$ cat config.mk
export PLATFORM = sky130hd
export DESIGN_NAME = if_fetch_unit
export DESIGN_NICKNAME = d
export VERILOG_FILES = /design/src/rtl/if_fetch_unit.sv
export SDC_FILE = /design/constraint.sdc
export NUM_CORES = 1
export LEC_CHECK = 0
export CAP_MARGIN = 20
export CORE_UTILIZATION = 44
export DETAILED_ROUTE_END_ITERATION = 6
export PLACE_DENSITY = 0.72
export SLEW_MARGIN = 20
export SYNTH_ARGS = -nofsm -noshare
export SYNTH_HDL_FRONTEND = slang
export SYNTH_SLANG_ARGS = --single-unit
$ cat constraint.sdc
create_clock -name clk_i -period 2.5 [get_ports clk_i]
set_input_delay 0.5 -clock clk_i [delete_from_list [all_inputs] [get_ports clk_i]]
set_output_delay 0.5 -clock clk_i [all_outputs]
set_load 0.03 [all_outputs]
$ cat src/rtl/if_fetch_unit.sv
// Instruction-fetch stage: owns the PC, issues req/ack reads to instruction memory and
// presents the PC/Instruction pair for IF/ID, honouring ID freeze and EXE redirects.
module if_fetch_unit #(
    parameter int unsigned      ADDR_W   = 32,
    parameter int unsigned      INSTR_W  = 32,
    parameter logic [ADDR_W-1:0] RESET_PC = '0
) (
    input  logic               clk_i,
    input  logic               rst_ni,
    input  logic               freeze_i,
    input  logic               branch_taken_i,
    input  logic [ADDR_W-1:0]  branch_addr_i,
    output logic               imem_req_o,
    output logic [ADDR_W-1:0]  imem_addr_o,
    input  logic               imem_ack_i,
    input  logic [INSTR_W-1:0] imem_rdata_i,
    output logic [ADDR_W-1:0]  pc_o,
    output logic [INSTR_W-1:0] instruction_o,
    output logic               valid_o
);

    localparam logic [0:0] StReq  = 1'b0;
    localparam logic [0:0] StHold = 1'b1;

    localparam logic [ADDR_W-1:0] AlignMask = ~ADDR_W'(3);

    logic [0:0]         state_q, state_d;
    logic [ADDR_W-1:0]  pc_q, pc_d;
    logic [INSTR_W-1:0] buf_q, buf_d;
    logic [ADDR_W-1:0]  bufpc_q, bufpc_d;
    logic               pend_q, pend_d;
    logic [ADDR_W-1:0]  tgt_q, tgt_d;
    logic [ADDR_W-1:0]  last_pc_q, last_pc_d;
    logic [INSTR_W-1:0] last_instr_q, last_instr_d;

    logic [ADDR_W-1:0]  br_addr;
    logic [ADDR_W-1:0]  pc_inc;

    assign br_addr     = branch_addr_i & AlignMask;
    assign pc_inc      = pc_q + ADDR_W'(4);
    assign imem_addr_o = pc_q & AlignMask;

    always_comb begin
        state_d       = state_q;
        pc_d          = pc_q;
        buf_d         = buf_q;
        bufpc_d       = bufpc_q;
        pend_d        = pend_q;
        tgt_d         = tgt_q;
        imem_req_o    = 1'b0;
        valid_o       = 1'b0;
        pc_o          = last_pc_q;
        instruction_o = last_instr_q;

        if (rst_ni) begin
            case (state_q)
                StReq: begin
                    imem_req_o = 1'b1;
                    if (imem_ack_i) begin
                        if (branch_taken_i || pend_q) begin
                            // In-flight word is wrong-path; a live branch beats a pending one.
                            pc_d   = branch_taken_i ? br_addr : tgt_q;
                            pend_d = 1'b0;
                        end else if (freeze_i) begin
                            buf_d   = imem_rdata_i;
                            bufpc_d = pc_inc;
                            state_d = StHold;
                        end else begin
                            valid_o       = 1'b1;
                            pc_o          = pc_inc;
                            instruction_o = imem_rdata_i;
                            pc_d          = pc_inc;
                        end
                    end else if (branch_taken_i) begin
                        pend_d = 1'b1;
                        tgt_d  = br_addr;
                    end
                end
                StHold: begin
                    if (branch_taken_i) begin
                        pc_d    = br_addr;
                        state_d = StReq;
                    end else if (!freeze_i) begin
                        valid_o       = 1'b1;
                        pc_o          = bufpc_q;
                        instruction_o = buf_q;
                        pc_d          = bufpc_q;
                        state_d       = StReq;
                    end
                end
                default: state_d = StReq;
            endcase
        end else begin
            pc_o          = '0;
            instruction_o = '0;
        end

        last_pc_d    = valid_o ? pc_o : last_pc_q;
        last_instr_d = valid_o ? instruction_o : last_instr_q;
    end

    always_ff @(posedge clk_i) begin
        if (!rst_ni) begin
            state_q      <= StReq;
            pc_q         <= RESET_PC;
            buf_q        <= '0;
            bufpc_q      <= '0;
            pend_q       <= 1'b0;
            tgt_q        <= '0;
            last_pc_q    <= '0;
            last_instr_q <= '0;
        end else begin
            state_q      <= state_d;
            pc_q         <= pc_d;
            buf_q        <= buf_d;
            bufpc_q      <= bufpc_d;
            pend_q       <= pend_d;
            tgt_q        <= tgt_d;
            last_pc_q    <= last_pc_d;
            last_instr_q <= last_instr_d;
        end
    end

endmodule

==> impl_metrics.toml, run 1 <==
[run_status]
status = "complete, but fails checks"
violations = "negative setup slack"

[synth]
yosys_most_used_dff = "dfxtp_1"
ys_types = 60
netlist_area_um2 = 9050
synthArstFlopShare = 0
synth_cells = 1137
synth-warning-count = 0
postSynthAreaPerCell_um2 = 7.959
ys_seq_elements = 194
seq_area_frac_synth = 0.4291
synth-edff-count = 0

[cts]
cts_hold_buf = 0
clk_latency_ns = 0.47
cts.reportedPaths.clkPinSlew_ns = 0.08
cts_tree = "done"
htree_levels = 4
clock-sinks = 194
clockRootBuffer = "clkbuf_16"
numCtsBuffers = 17
cts_buffer_depth = 2

[final_layout]
syn_to_final_growth_pct = 65.21
mostFrequentLayoutCells = "a21oi_1 (174), nand2_1 (172), dfxtp_1 (171)"
drive_gt1_frac = 0.3755
nNetsFinal = 1487
diodes = 0
mostFrequentLayoutCell = "a21oi_1"
final_cells = 1700
fillers = 1357
final_area_um2 = 14950
postLayoutCoreUtil = 0.7413

[detailed_routing]
dr.pass1.iters = 5
post_drt_via_cell_ratio = 6.132
drt_iter0_drc = 987
antenna_left = 0
wire_per_inst_um = 20.64
route.detailed.drc = 0
wirelength_mm = 35.08
vias = 10430

[floorplanning]
die_area_um2 = 21150
ios = 167
core_area_um2 = 20170
dieWidth_um = 145.4
row_count = 52
initial_core_util = 0.4487
die_y_um = 145.4

[critical_path]
cp.arrival_ns = 2.40
cp.required_ns = 2.00
r2r_end = "pc_q[23]$_SDFFE_PN0P_"
cp_slowest_cell = "or4_4"
max_stage_delay_ns = 0.59
path_max_fanout = 4
r2r_cells = 8
rrSetupSlack_ns = 0.09
crit_buf_inv = 1
path_delay_family = "simple AND/OR/NAND/NOR gates"
r2r_start = "pend_q$_SDFFE_PN0P_"
critPathLaunchType = "flop"
path_class = "flop to output port"
endpoint_kind = "output port"
worstPathCellList = "nand3_4 > or4_4 > nor3_4 > xnor2_2 > a211oi_4 > buf_12"

[global_route]
grt_overflow_total = 0
use_met1 = 0.4076
grt_pass1_wl_mm = 53.10
grtUsageTotal = 0.3138
use_met3 = 0.06395
grt_max_degree = 80
grt_pass1_vias = 9884
busiest_layer = "met2"
grt_antenna_before_repair = 0
grt_use_met2 = 0.5087

[timing]
max_freq_mhz = 345.2
layout_setup_ws_ns = -0.3965
fin_hold_ws_ns = 0.4566
tightest_slew_ns = 0.6582
min_period_ns = 2.896
setup_viol = 65
drv_slew = 0
maxSlewHeadroom = 0.5612
fin_crit_sh = 1.159
finalHoldViolations = 0
grt_setup_unrepaired = "true"
finalClockSkew_ns = 0.01328

[min_path]
hp-start = "tgt_q[16]$_SDFFE_PN0P_"
whs_endpoint = "tgt_q[16]$_SDFFE_PN0P_"
hold_class = "flop to flop"
holdPathStages = 2

[job]
drv_cap = 0

[pwr]
p_per_area_nw_per_um2 = 545.3
ir_worst_vdd_mv = 0.5019
internal_power_w = 0.005486
p_clk_frac = 0.350
power.switching_w = 0.002667
pwr-share-comb = 0.234
power.total_w = 0.008153
p_seq_frac = 0.416
power_leakage_nw = 5.375
p_sw_frac = 0.3271

[placed_design]
postPlaceCellArea_um2 = 12220
place.gp.congestion = 0.8718
dp_cells = 1579
hpwlAfterDp_mm = 19.56
io_buffers = 162
worst register-to-register path: stages, from the launching register on:
cell and delay [ns]:
dfxtp_2 0.36, buf_6 0.10, buf_4 0.12, buf_4 0.28, inv_1 0.34, o311a_1 0.45, a211oi_1 0.35, a31oi_1 0.14
o211a_1 0.17
what timing repair did:
item | 4_1_cts | 5_1_grt
pin swaps | 67 | 42
setup buffers | 49 | 32
endpoints found under the setup margin | 66 | 65
gates cloned | 12 | 3
resized for setup | 206 | 57
hold endpoints to repair | 0 | 0
cells in the mapped netlist (all sizes together) (6+ instances only):
master / count / area, µm²
nand2: 198 / 743.2
o221a: 13 / 146.4
buf: 28 / 143.9
dfxtp: 194 / 3884
nor3: 21 / 121.4
or3: 6 / 37.54
nor2: 25 / 93.84
o21ai: 68 / 344.1
nor3b: 15 / 112.6
nor2b: 22 / 137.6
nand2b: 8 / 50.05
xnor2: 13 / 113.9
nand4: 9 / 71.32
and3: 9 / 56.30
a211oi: 18 / 135.1
a22oi: 36 / 270.3
o221ai: 28 / 245.2
nand3: 16 / 85.08
a21oi: 236 / 1181
clkbuf: 78 / 294.0
xor2: 15 / 131.4
inv: 7 / 26.28
a31oi: 9 / 56.30
cells by family (layout without fill, tap and decap cells):
group / count (synthesis) / count (layout) / synth area share
adder cells (fa/ha/maj): 1 / 1 / 0.001382
AO/OA/AOI/OAI: 446 / 446 / 0.2988
XOR/XNOR: 28 / 28 / 0.02710
other: 1 / 2 / 0.0004144
buffers and inverters: 113 / 405 / 0.05129
AND/OR/NAND/NOR: 350 / 350 / 0.1875
multiplexers: 4 / 4 / 0.004424
flip-flops: 194 / 194 / 0.4291
power by group through the flow:
stage                     combinational [W]  sequential [W]  clock (W)
final                               0.00191         0.00339    0.00286
after global routing                0.00200         0.00340    0.00299
after CTS                           0.00180         0.00337    0.00283
after detailed placement            0.00152         0.00342          0
after global placement              0.00150         0.00341          0
after floorplan                    0.000780         0.00350          0
layer usage:
layer  share of wire  vias to the layer above
li1                -                     4693
met1            0.40                     5099
met2            0.47                      514
met3           0.083                      119
met4           0.040                        0
met5               0                        -
layout make-up:
cell class / count / area (µm²) / share of cell area
multi-input cells: 831 / 6196 / 0.4144
flip-flops and latches: 194 / 3918 / 0.2620
repair buffers: 366 / 3866 / 0.2586
clock buffers: 17 / 425.4 / 0.02845
well taps: 270 / 337.8 / 0.02259
clock inverters: 15 / 177.7 / 0.01188
inverters: 7 / 31.28 / 0.002092
per-stage QoR:
step / worst slack [ns] / setup TNS, ns
2_1_floorplan: -0.04059 / -0.08582
3_3_place_gp: -0.9216 / -51.16
3_5_place_dp: -0.5928 / -38.00
4_1_cts: -0.3269 / -16.20
5_1_grt: -0.4213 / -20.16
6_report: -0.3965 / -16.57
registers in the layout, summed over array words and instances, names as in the netlist:
signal	cells
state_q	1
pend_q	1
pc_q	32
last_instr_q	32
bufpc_q	32
last_pc_q	32
buf_q	32
tgt_q	32
worst max path at each step:
stage                     startpoint  slack [ns]        to  depth (start not counted)
3_5_place_dp          branch_taken_i       -0.59  pc_o[31]                          8
5_1_grt        pc_q[23]$_SDFFE_PN0P_       -0.42  pc_o[30]                          7
2_1_floorplan  pc_q[13]$_SDFFE_PN0P_       -0.04  pc_o[27]                          5
3_3_place_gp          branch_taken_i       -0.92   pc_o[1]                          7
4_1_cts        pc_q[10]$_SDFFE_PN0P_       -0.33  pc_o[27]                          6
6_report        pc_q[8]$_SDFFE_PN0P_       -0.40  pc_o[27]                          6
No activity file was read; power rests on OpenSTA's default activity.
==> run 2: changes to the inputs <==
--- a/config.mk
+++ b/config.mk
@@ -10,3 +10,3 @@
 export DETAILED_ROUTE_END_ITERATION = 6
-export PLACE_DENSITY = 0.72
+export PLACE_DENSITY = 0.69
 export SLEW_MARGIN = 20
==> constraint.sdc (replaced) <==
create_clock -name clk_i -period 3 [get_ports clk_i]
set_input_delay 0.6 -clock clk_i [delete_from_list [all_inputs] [get_ports clk_i]]
set_output_delay 0.6 -clock clk_i [all_outputs]
set_load 0.1 [all_outputs]
==> impl_metrics.toml, run 2 (same netlist as run 1, synthesis figures left out) <==
[placed_design]
place.gp.congestion = 0.8165
hpwlAfterDp_mm = 19.65
io_buffers = 162
postPlaceCellArea_um2 = 12830

[detailed_routing]
vias = 9554
drt_iter0_drc = 755
antenna_left = 0
post_drt_via_cell_ratio = 5.923
wire_per_inst_um = 19.02
dr.pass1.iters = 5
route.detailed.drc = 0
wirelength_mm = 30.67

[critical_path]
cp.required_ns = 2.40
path_max_fanout = 9
endpoint_kind = "output port"
path_class = "flop to output port"
cp.arrival_ns = 2.42
critPathLaunchType = "flop"

[floorplanning]
ios = 167
core_area_um2 = 20170
die_area_um2 = 21150
initial_core_util = 0.4487
dieWidth_um = 145.4
die_y_um = 145.4
row_count = 52

[final_layout]
fillers = 1494
diodes = 0
mostFrequentLayoutCells = "nand2_1 (196), a21oi_1 (174), dfxtp_1 (165)"
syn_to_final_growth_pct = 59.39
drive_gt1_frac = 0.3358
nNetsFinal = 1400
mostFrequentLayoutCell = "nand2_1"
final_area_um2 = 14430

[timing]
finalHoldViolations = 0
tightest_slew_ns = 0.5961
finalClockSkew_ns = 0.01137
fin_hold_ws_ns = 0.4551
maxSlewHeadroom = 0.6022
fin_setup_tns_ns = -0.03049
grt_setup_unrepaired = "true"
min_period_ns = 3.021
drv_slew = 0
layout_setup_ws_ns = -0.02053
fin_crit_sh = 1.007
setup_viol = 2
max_freq_mhz = 331.1

[cts]
cts_buffer_depth = 2
clk_latency_ns = 0.44
clock-sinks = 194
numCtsBuffers = 17
cts_tree = "done"
clockRootBuffer = "clkbuf_16"
htree_levels = 4
cts.reportedPaths.clkPinSlew_ns = 0.07

[global_route]
use_met1 = 0.3683
grt_max_degree = 43
grt_use_met2 = 0.4800
grt_overflow_total = 0
grt_pass1_vias = 9304
busiest_layer = "met2"
grtUsageTotal = 0.2848
grt_antenna_before_repair = 0
use_met3 = 0.05392
grt_pass1_wl_mm = 48.15

[pwr]
power_leakage_nw = 5.026
ir_worst_vdd_mv = 0.4517
p_per_area_nw_per_um2 = 498.6

[min_path]
hold_class = "flop to flop"

[run_status]
violations = "negative setup slack"
status = "complete, but fails checks"

[job]
drv_cap = 0
## run 2: final cells by class
| cell class | count | area, µm² | share of cell area |
|---|---|---|---|
| timing repair buffer | 279 | 3402 | 0.2358 |
| tap | 270 | 337.8 | 0.02342 |
| clock inverter | 10 | 102.6 | 0.007112 |
| multi-input combinational | 831 | 6008 | 0.4165 |
| inverter | 7 | 31.28 | 0.002168 |
| sequential | 194 | 3993 | 0.2768 |
| clock buffer | 22 | 550.5 | 0.03816 |
## run 2: what timing repair did
item                       in CTS  in global routing
setup endpoints to repair      65                 62
pin swaps                      21                 21
setup buffers                  21                 12
gates resized for setup        86                 32
hold buffers                    0                  0
cloned                          4                  1
## run 2: power by group
group          switching [W]  internal [W]
logic                0.00123      0.000667
clock network        0.00105       0.00141
registers           0.000128       0.00271
## run 2: stage by stage
step / utilization / std cells / power, W / setup slack (ns)
6_report: 0.7152 / 1613 / 0.007192 / -0.02053
5_1_grt: 0.7152 / 1613 / 0.007418 / -0.08163
4_1_cts: 0.7031 / 1603 / 0.007174 / -0.07445
3_5_place_dp: 0.6364 / 1547 / 0.004642 / -0.3912
3_3_place_gp: 0.6364 / 1547 / 0.004619 / -0.3474
2_1_floorplan: - / 1138 / 0.004038 / -0.2627
## run 2: worst max-delay path, stage by stage, from the launching register on
cell	delay, ns
dfxtp_4	0.40
nand3_4	0.10
buf_12	0.15
nor4_4	0.28
buf_6	0.17
nor4b_4	0.33
xnor2_2	0.17
a21oi_4	0.19
buf_12	0.19
## run 2: layer usage
layer	part of all wire	wire length (µm)
met1	0.42	12880
met2	0.49	15000
met3	0.069	2128
met4	0.022	667
met5	0	0
## run 2: path summary, 6_finish.rpt
check	cells past startpoint	startpoint	end	slack, ns
max	8	pc_q[9]$_SDFFE_PN0P_	pc_o[26]	-0.02
min	2	tgt_q[23]$_SDFFE_PN0P_	tgt_q[23]$_SDFFE_PN0P_	0.46
max reg2reg	7	state_q$_SDFF_PN0_	buf_q[10]$_SDFFE_PN0P_	0.98
min reg2reg	2	tgt_q[23]$_SDFFE_PN0P_	tgt_q[23]$_SDFFE_PN0P_	0.46
==> run 3: changes to the inputs <==
- MAX_ROUTING_LAYER: unset -> met4
==> impl_metrics.toml, run 3 (same netlist as run 1, synthesis figures left out) <==
[timing]
fin_hold_ws_ns = 0.4559
setup_viol = 3
grt_setup_unrepaired = "true"
min_period_ns = 3.011
max_freq_mhz = 332.1
maxSlewHeadroom = 0.6173
drv_slew = 0
layout_setup_ws_ns = -0.01101
fin_crit_sh = 1.004
tightest_slew_ns = 0.5734
finalHoldViolations = 0
finalClockSkew_ns = 0.01336

[final_layout]
diodes = 0
final_cells = 1611
mostFrequentLayoutCell = "nand2_1"
seqCellArea_um2 = 3993
nNetsFinal = 1398
multiInputGateArea_um2 = 5974
mostFrequentLayoutCells = "nand2_1 (196), a21oi_1 (174), dfxtp_1 (165)"
syn_to_final_growth_pct = 58.74
fillers = 1503
postLayoutCoreUtil = 0.7123
drive_gt1_frac = 0.3348

[global_route]
grt_use_met2 = 0.4784
grt_pass1_vias = 9312
use_met3 = 0.05298
busiest_layer = "met2"
grtUsageTotal = 0.2938
use_met1 = 0.3709
grt_pass1_wl_mm = 48.13
grt_max_degree = 43
grt_antenna_before_repair = 0
grt_overflow_total = 0

[detailed_routing]
dr.pass1.iters = 6
drt_iter0_drc = 782
antenna_left = 0
wire_per_inst_um = 19.02
post_drt_via_cell_ratio = 5.929
wirelength_mm = 30.65
vias = 9551
route.detailed.drc = 0

[floorplanning]
core_area_um2 = 20170
dieWidth_um = 145.4
ios = 167
row_count = 52
die_area_um2 = 21150
initial_core_util = 0.4487
die_y_um = 145.4

[critical_path]
cp_slowest_cell = "dfxtp_4"
endpoint_kind = "output port"
cp.required_ns = 2.40
crit_top_cell = "buf_12"
path_max_fanout = 9
worstPathCellList = "nand3_4 > buf_12 > nor4_4 > buf_6 > nor4b_4 > xnor2_2 > a21oi_4 > buf_12"
critPathLaunchType = "flop"
path_class = "flop to output port"
max_stage_delay_ns = 0.39
cp.arrival_ns = 2.41

[placed_design]
place.gp.congestion = 0.8286
io_buffers = 162
hpwlAfterDp_mm = 19.65
dp_cells = 1547

[cts]
cts_hold_buf = 0
numCtsBuffers = 17
cts_tree = "done"
cts.reportedPaths.clkPinSlew_ns = 0.07
clock-sinks = 194
cts_buffer_depth = 2
clk_latency_ns = 0.44
clockRootBuffer = "clkbuf_16"
htree_levels = 4

[pwr]
p_per_area_nw_per_um2 = 500.7
power_leakage_nw = 5.011
ir_worst_vdd_mv = 0.4521

[run_status]
violations = "negative setup slack"
status = "complete, but fails checks"

[job]
drv_cap = 0

[min_path]
hold_class = "flop to flop"
-- run 3: changes by cell type in the layout (fill, tap and decap cells not counted) --
cell / previous run / this run
o221ai_4: 5 / 2
buf_12: 82 / 80
buf_4: 120 / 118
o221ai_2: 23 / 26
buf_8: 2 / 4
-- run 3: where the power goes --
part / total (W) / leakage [nW] / switching, W / internal [W]
clock network: 0.00247 / 0.317 / 0.00106 / 0.00141
registers: 0.00283 / 1.60 / 0.000127 / 0.00271
logic: 0.00189 / 3.09 / 0.00122 / 0.000662
-- run 3: final timing paths --
kind | depth (start not counted) | slack [ns] | startpoint | endpoint
worst max-delay path | 8 | -0.01 | pc_q[9]$_SDFFE_PN0P_ | pc_o[26]
worst min-delay path | 2 | 0.46 | tgt_q[4]$_SDFFE_PN0P_ | tgt_q[4]$_SDFFE_PN0P_
worst max register to register | 6 | 0.98 | pc_q[12]$_SDFFE_PN0P_ | pc_q[29]$_SDFFE_PN0P_
worst min register to register | 2 | 0.46 | tgt_q[4]$_SDFFE_PN0P_ | tgt_q[4]$_SDFFE_PN0P_
-- run 3: critical path, delay by kind of cell, from the launching register on --
family / cells / cell delay, ns
AO/OA/AOI/OAI: 1 / 0.19
buffers and inverters: 3 / 0.51
AND/OR/NAND/NOR: 3 / 0.71
flip-flops: 1 / 0.39
XOR/XNOR: 1 / 0.17
-- run 3: metrics by stage --
stage               setup TNS, ns  cell area, µm²  power (W)  setup WS [ns]
floorplan                 -0.2879            9970   0.004038        -0.2627
global placement           -15.22           12830   0.004619        -0.3474
detailed placement         -16.79           12830   0.004642        -0.3912
CTS                      -0.07445           14180   0.007174       -0.07445
global route               -2.201           14370   0.007410       -0.08275
finish                   -0.02056           14370   0.007194       -0.01101
-- run 3: timing repair --
item | in CTS | in global routing
pin swaps | 21 | 19
setup endpoints to repair | 65 | 62
cloned | 4 | 1
endpoints found under the hold margin | 0 | 0
setup buffers | 21 | 10
gates resized for setup | 86 | 27
-- run 3: final cells by class --
type | instances | area share
multi-input combinational | 831 | 0.4159
clock buffer | 22 | 0.03832
tap | 270 | 0.02352
sequential | 194 | 0.2779
clock inverter | 10 | 0.007142
inverter | 7 | 0.002177
timing repair buffer | 277 | 0.2351
-- run 3: routing by layer --
layer / vias up / routed length [µm]
li1: 4518 / -
met2: 360 / 14940
met4: 0 / 690
met1: 4621 / 13020
met3: 52 / 1995
met5: - / 0
